$ cat config.mk
export PLATFORM = sky130hd
export DESIGN_NAME = instr_fetch_unit
export DESIGN_NICKNAME = d
export VERILOG_FILES = /design/src/rtl/instr_fetch_unit.sv
export SDC_FILE = /design/constraint.sdc
export NUM_CORES = 1
export LEC_CHECK = 0
export BUFFER_PORTS_ARGS = -buffer_cell sky130_fd_sc_hd__buf_4
export CAP_MARGIN = 15
export CORE_ASPECT_RATIO = 0.9
export CORE_UTILIZATION = 55
export CTS_BUF_LIST = sky130_fd_sc_hd__clkbuf_2
export DETAILED_ROUTE_END_ITERATION = 8
export PLACE_DENSITY = 0.72
export RECOVER_POWER = 25
export SYNTH_ARGS = -nofsm -noshare
export SYNTH_HDL_FRONTEND = slang
export SYNTH_SLANG_ARGS = --single-unit
$ cat constraint.sdc
create_clock -name clk -period 5.1 [get_ports clk]
set_input_delay 1.53 -clock clk [delete_from_list [all_inputs] [get_ports clk]]
set_output_delay 1.53 -clock clk [all_outputs]
set_load 0.1 [all_outputs]
$ cat src/rtl/instr_fetch_unit.sv
`default_nettype none
// ============================================================================
// Module      : instr_fetch_unit
// Description : Sequential PC fetch stage with credit-limited memory requests,
//               prefetch FIFO and single-cycle redirect with stale-drop.
// Revision    : 1.0
// ============================================================================
module instr_fetch_unit #(
    parameter int          DEPTH    = 4,
    parameter logic [31:0] RESET_PC = 32'h0000_0000
) (
    input  logic        clk,
    input  logic        rst,
    output logic        imem_req_valid,
    input  logic        imem_req_ready,
    output logic [31:0] imem_addr,
    input  logic        imem_rsp_valid,
    input  logic [31:0] imem_rsp_data,
    input  logic        redirect_valid,
    input  logic [31:0] redirect_pc,
    output logic        if_valid,
    input  logic        if_ready,
    output logic [31:0] if_instr,
    output logic [31:0] if_pc
);

    localparam int             c_PTR_W = (DEPTH > 1) ? $clog2(DEPTH) : 1;
    localparam int             c_CNT_W = $clog2(DEPTH + 1);
    localparam logic [c_CNT_W:0] c_DEPTH = (c_CNT_W + 1)'(DEPTH);

    logic [31:0]        r_fetch_pc;
    logic [c_CNT_W-1:0] r_count;
    logic [c_CNT_W-1:0] r_outstanding;
    logic [c_CNT_W-1:0] r_drop_cnt;
    logic [c_PTR_W-1:0] r_fifo_rd;
    logic [c_PTR_W-1:0] r_fifo_wr;
    logic [c_PTR_W-1:0] r_pq_rd;
    logic [c_PTR_W-1:0] r_pq_wr;
    logic [31:0]        r_fifo_pc    [DEPTH];
    logic [31:0]        r_fifo_instr [DEPTH];
    logic [31:0]        r_pq         [DEPTH];

    logic [c_CNT_W:0]   w_credit_sum;
    logic               w_req_valid;
    logic               w_req_fire;
    logic               w_draining;
    logic               w_push;
    logic               w_pop;
    logic [c_CNT_W-1:0] w_outstanding_nxt;
    logic               w_unused;

    // Every request in flight owns a FIFO slot, so a response can never overflow.
    assign w_credit_sum      = {1'b0, r_count} + {1'b0, r_outstanding};
    assign w_req_valid       = rst && (w_credit_sum < c_DEPTH) && !redirect_valid;
    assign w_req_fire        = w_req_valid && imem_req_ready;
    assign w_draining        = (r_drop_cnt != '0);
    assign w_push            = imem_rsp_valid && !w_draining && !redirect_valid;
    assign w_pop             = (r_count != '0) && if_ready;
    assign w_outstanding_nxt = r_outstanding + c_CNT_W'(w_req_fire) - c_CNT_W'(imem_rsp_valid);
    assign w_unused          = &{1'b0, redirect_pc[1:0], r_pq[r_pq_rd]};

    assign imem_req_valid = w_req_valid;
    assign imem_addr      = r_fetch_pc;
    assign if_valid       = (r_count != '0);
    assign if_instr       = r_fifo_instr[r_fifo_rd];
    assign if_pc          = r_fifo_pc[r_fifo_rd];

    always_ff @(posedge clk or negedge rst) begin
        if (!rst) begin
            r_fetch_pc    <= RESET_PC;
            r_count       <= '0;
            r_outstanding <= '0;
            r_drop_cnt    <= '0;
            r_fifo_rd     <= '0;
            r_fifo_wr     <= '0;
            r_pq_rd       <= '0;
            r_pq_wr       <= '0;
            for (int i = 0; i < DEPTH; i++) begin
                r_fifo_pc[i]    <= '0;
                r_fifo_instr[i] <= '0;
                r_pq[i]         <= '0;
            end
        end else begin
            r_outstanding <= w_outstanding_nxt;

            // The pc queue tracks every accepted request regardless of redirects.
            if (w_req_fire) begin
                r_fetch_pc     <= r_fetch_pc + 32'd4;
                r_pq[r_pq_wr]  <= r_fetch_pc;
                r_pq_wr        <= r_pq_wr + 1'b1;
            end
            if (imem_rsp_valid) begin
                r_pq_rd <= r_pq_rd + 1'b1;
            end

            if (redirect_valid) begin
                r_fetch_pc <= {redirect_pc[31:2], 2'b00};
                r_count    <= '0;
                r_fifo_rd  <= '0;
                r_fifo_wr  <= '0;
                r_drop_cnt <= w_outstanding_nxt;
            end else begin
                if (imem_rsp_valid && w_draining) begin
                    r_drop_cnt <= r_drop_cnt - 1'b1;
                end
                if (w_push) begin
                    r_fifo_pc[r_fifo_wr]    <= r_pq[r_pq_rd];
                    r_fifo_instr[r_fifo_wr] <= imem_rsp_data;
                    r_fifo_wr               <= r_fifo_wr + 1'b1;
                end
                if (w_pop) begin
                    r_fifo_rd <= r_fifo_rd + 1'b1;
                end
                r_count <= r_count + c_CNT_W'(w_push) - c_CNT_W'(w_pop);
            end
        end
    end

endmodule
`default_nettype wire

# Word level (Yosys, flattened, before mapping)
# Cells that the tools add are included.
# word_totals
mem_count	0
wordCells	86
input_bits	70
mem_bits_rw	0
reg_bits	433
romBits	0
latchBits	0
out_inout_bits	98
# op_classes
reduce_logical	18
n_lt_le_gt_ge	7
addsub	11
eq_ne	0
bitwise	5
muxes	25
shifts	0
div_mod_pow	0
n_mul	0
# op_table
op	n
$bwmux 128	3
$mux 32	10
$bmux 32 s2	3
$demux 32 s2	2
$add 32x3->32 const B	1
$ge 3x3->1 const B	4
$not 2->3	4
$logic_and 1x1->1	9
$mux 3	3
$add 2x1->2 const B	4
$mux 2	4
$reduce_bool 2->1	4
$add 3x1->3	2
$lt 3x1->1 const B	2
$reduce_bool 3->1	2
$sub 3x1->3	2
$add 3x3->4	1
$lt 4x3->1 const B	1
$sub 3x1->3 const B	1
$logic_not 1->1	2
$reduce_and 2->1	1
$not 1->1	1

# Logic depth before layout (Yosys ltp)
# depth
depth_word	8
mapped_depth	16
depth_no_buf	13

# Least setup slack after synthesis
# OpenSTA, ideal clock, no wires.
# synth_timing
path_kind	input to output
from	input redirect_valid
to	output imem_req_valid
arrival_time_ns	2.518
path_slack_ns	1.052
stages	2
n_path_buf	0
t_required_ns	3.570
cell_sequence	nor3b_1 > and3_1
# synth_via
elab_chain_cells	2
# synth_rtl
item	line	rtl
start: declaration	19	input logic redirect_valid,
$logic_not 1->1	54	assign w_req_valid = rst && (w_credit_sum < c_DEPTH) && !redirect_valid;
$logic_and 1x1->1	54	
end: declaration	14	output logic imem_req_valid,
# Every way passes these cells.

# Final worst setup path
# layout_timing
from	register r_fifo_rd[0]
to	output if_pc[3]
# layout_via
elab_chain_cells	4
# layout_rtl
item	line	rtl
start: declaration	35	logic [c_PTR_W-1:0] r_fifo_rd;
start signal: assignment	112	r_fifo_rd <= r_fifo_rd + 1'b1;
$not 2->3 (not written as such)	66	assign if_pc = r_fifo_pc[r_fifo_rd];
$bmux 32 s2	66	
$mux 32 (not written as such) (2 in series)	66	
end: declaration	24	output logic [31:0] if_pc
# Every way passes these cells. The select of a mux whose other input is x is not followed.

==> results_dict.tcl <==
set metrics [dict create \
    final_nets 1520 \
    cap_violations 3 \
    p_per_area_nw_per_um2 566 \
    post_cts_buffers 0 \
    dieHeight_um 177 \
    track_usage_pct 22.7 \
    whs_ns 0.441 \
    cts_sinks 415 \
    fmax_mhz 222 \
    synthTopCellsByCount "415 x dfrtp_1, 359 x mux2_2, 92 x mux4_2" \
    insertion_delay_ns 0.94 \
    synth_cell_types 53 \
    grt_setup_unrepaired "no" \
    num_rows 63 \
    report.power.total_mw 12.0 \
    place_congestion 0.790 \
    dieArea_um2 34700 \
    vias_per_cell 5.67 \
    path_max_fanout 29 \
    ff_latch_area_um2 10400 \
    synth_top_area_share_pct 55.6 \
    antenna_found_initial 1 \
    finalSetupTns_ns 0 \
    grt_pass1_vias 11700 \
    cts.repair.resized 0 \
    yosys.cell_count.top_type "dfrtp_1" \
    ys_ff_latch 415 \
    slew_violations 277 \
    multiInputGateArea_um2 7840 \
    cp-end-kind "primary output" \
    synthTopCellsByArea "dfrtp_1 56%, mux2_2 22%, mux4_2 11%, buf_2 1.4%, nand2_1 1.2%" \
    syn_area_um2 18700 \
    crit_required_ns 3.57 \
    violations "max-capacitance violations, max-slew violations" \
    final_cells 1962 \
    hold_viol 0 \
    synth_edf_count 0 \
    ios 168 \
    grt_start_max_net_pins 186 \
    n_fill_cell 2562 \
    critical_path_arrival_ns 2.97 \
    cts_tree "built" \
    tightest_slew_ns 3.23 \
    setup_viol 0 \
    core_um2 33200 \
    slew_headroom_pct -116 \
    htree_levels 3 \
    die_w_um 196 \
    outcome "finished, violations left" \
    post_drt_wl_per_cell_um 19.4 \
    avgSynthCellArea_um2 15.1 \
    finClkSkew_ns 0.0688 \
    grt.overflow.total 0 \
    cts.clk_slew.worst_paths_ns 0.10 \
    grt_pass1_wl_um 61900 \
    yosys.area.top_type "dfrtp_1" \
    cts_root_buffer "clkbuf_2" \
    drive_gt1_share_pct 53.4 \
    initial_utilization_pct 56.3 \
    port_buffers 161 \
    hold_buffers 0 \
    num_vias 11100 \
    area_growth_pct 13.4 \
    synth_cells 1236 \
    synthFlopType "dfrtp_1" \
    fin_crit_ns 4.50 \
    drt_iter0_markers 536 \
    clk_path_buf_depth 3 \
    routed_wirelength_um 38000 \
    ys_warn_count 0 \
    firstDrtPassIters 7 \
    reg2reg_depth 12 \
    hold_path.class "in2async" \
    yosysSeqAreaShare_pct 55.6 \
    reg2reg_slack_ns 2.21 \
    post-route-period-util_pct 88.2 \
    antenna_left 0 \
    leakage_nw 10.4 \
    drc_errors 0 \
    criticalPathCategory "reg2out" \
    placed_area_um2 20300 \
    rr_startpoint "r_drop_cnt[0]" \
    r2r-end "r_count[2]" \
    cts_made_buffers 104 \
    vdd_drop_max_mv 0.453 \
    hpwl_um 24000 \
    finalInstanceArea_um2 21200 \
    startpoint_type "flip-flop" \
    dp.cells 1780 \
    ys_async_sr_fraction_pct 100 \
]
[cell usage in the layout (no fill, tap or decap), types with 5 or more instances in the layout]
cell type,n
nor2_1,21
mux2_2,359
clkinv_1,24
dfrtp_1,412
a21oi_1,5
nor4_1,5
nand4_1,13
buf_4,170
o21ai_0,27
o211ai_1,8
ha_1,17
inv_1,15
xnor2_1,12
mux4_2,92
xor2_1,9
clkbuf_2,148
buf_12,6
nand2_1,57
nand3_1,16
[power breakdown]
part / total [mW] / internal (mW) / switching, mW
logic: 5.16 / 1.83 / 3.32
clock network: 2.13 / 0.828 / 1.30
registers: 4.71 / 4.10 / 0.607
[area by class of cell]
| type | instances | share of cell area (%) |
|---|---|---|
| sequential | 415 | 49.0 |
| multi-input combinational | 714 | 37.0 |
| timing repair buffer | 180 | 6.73 |
| clock buffer | 148 | 3.49 |
| tap | 455 | 2.69 |
| clock inverter | 32 | 0.756 |
| inverter | 16 | 0.283 |
| antenna | 2 | 0.0236 |
[flip-flops by register name (all words and copies together) (netlist names)]
signal and count:
r_fifo_pc 120, r_pq_rd 2, r_fifo_wr 2, r_fifo_instr 128, r_pq_wr 2, r_pq 120, imem_addr 30, r_count 3
r_outstanding 3, r_fifo_rd 2, r_drop_cnt 3
[metrics by stage]
stage / util, % / setup WS [ns]
after floorplan: - / 1.05
after global placement: 61.2 / 1.12
after detailed placement: 61.2 / 1.11
after CTS: 63.9 / 0.444
after global routing: 63.9 / 0.264
final: 63.9 / 0.602
[critical path, stage by stage, from the launching register on]
cell and delay, ns:
dfrtp_4 0.84, buf_12 0.33, mux4_2 0.56, buf_4 0.25
[metal layers]
metal / wire (µm) / up-vias / share of wire, % / track usage [%]
li1: - / 5010 / - / -
met1: 18200 / 5782 / 48 / 33.0
met2: 17600 / 293 / 46 / 34.8
met3: 1610 / 46 / 4.2 / 4.44
met4: 528 / 0 / 1.4 / 7.36
met5: 0 / - / 0 / 0
[worst max-delay path by stage]
stage | from | to | slack (ns)
final | r_fifo_rd[0] | if_pc[3] | 0.60
after global placement | rst | imem_req_valid | 1.12
after floorplan | redirect_valid | imem_req_valid | 1.05
after global routing | rst | r_fifo_rd[0] | 0.26
after detailed placement | rst | imem_req_valid | 1.11
after CTS | r_fifo_rd[0] | if_pc[4] | 0.44
[logic make-up (layout without fill, tap and decap cells)]
kind of cell / after synthesis / after routing / synth area share (%)
AOI/OAI and AO/OA: 59 / 59 / 2.00
other: 1 / 6 / 0.0201
muxes: 454 / 454 / 32.9
and+or+nand+nor: 157 / 157 / 4.50
buffers and inverters: 110 / 376 / 2.71
DFF: 415 / 415 / 55.6
adders and majority gates: 19 / 19 / 1.35
xor gates and xnor gates: 21 / 21 / 0.984
Power figures use the tool's default switching activity.
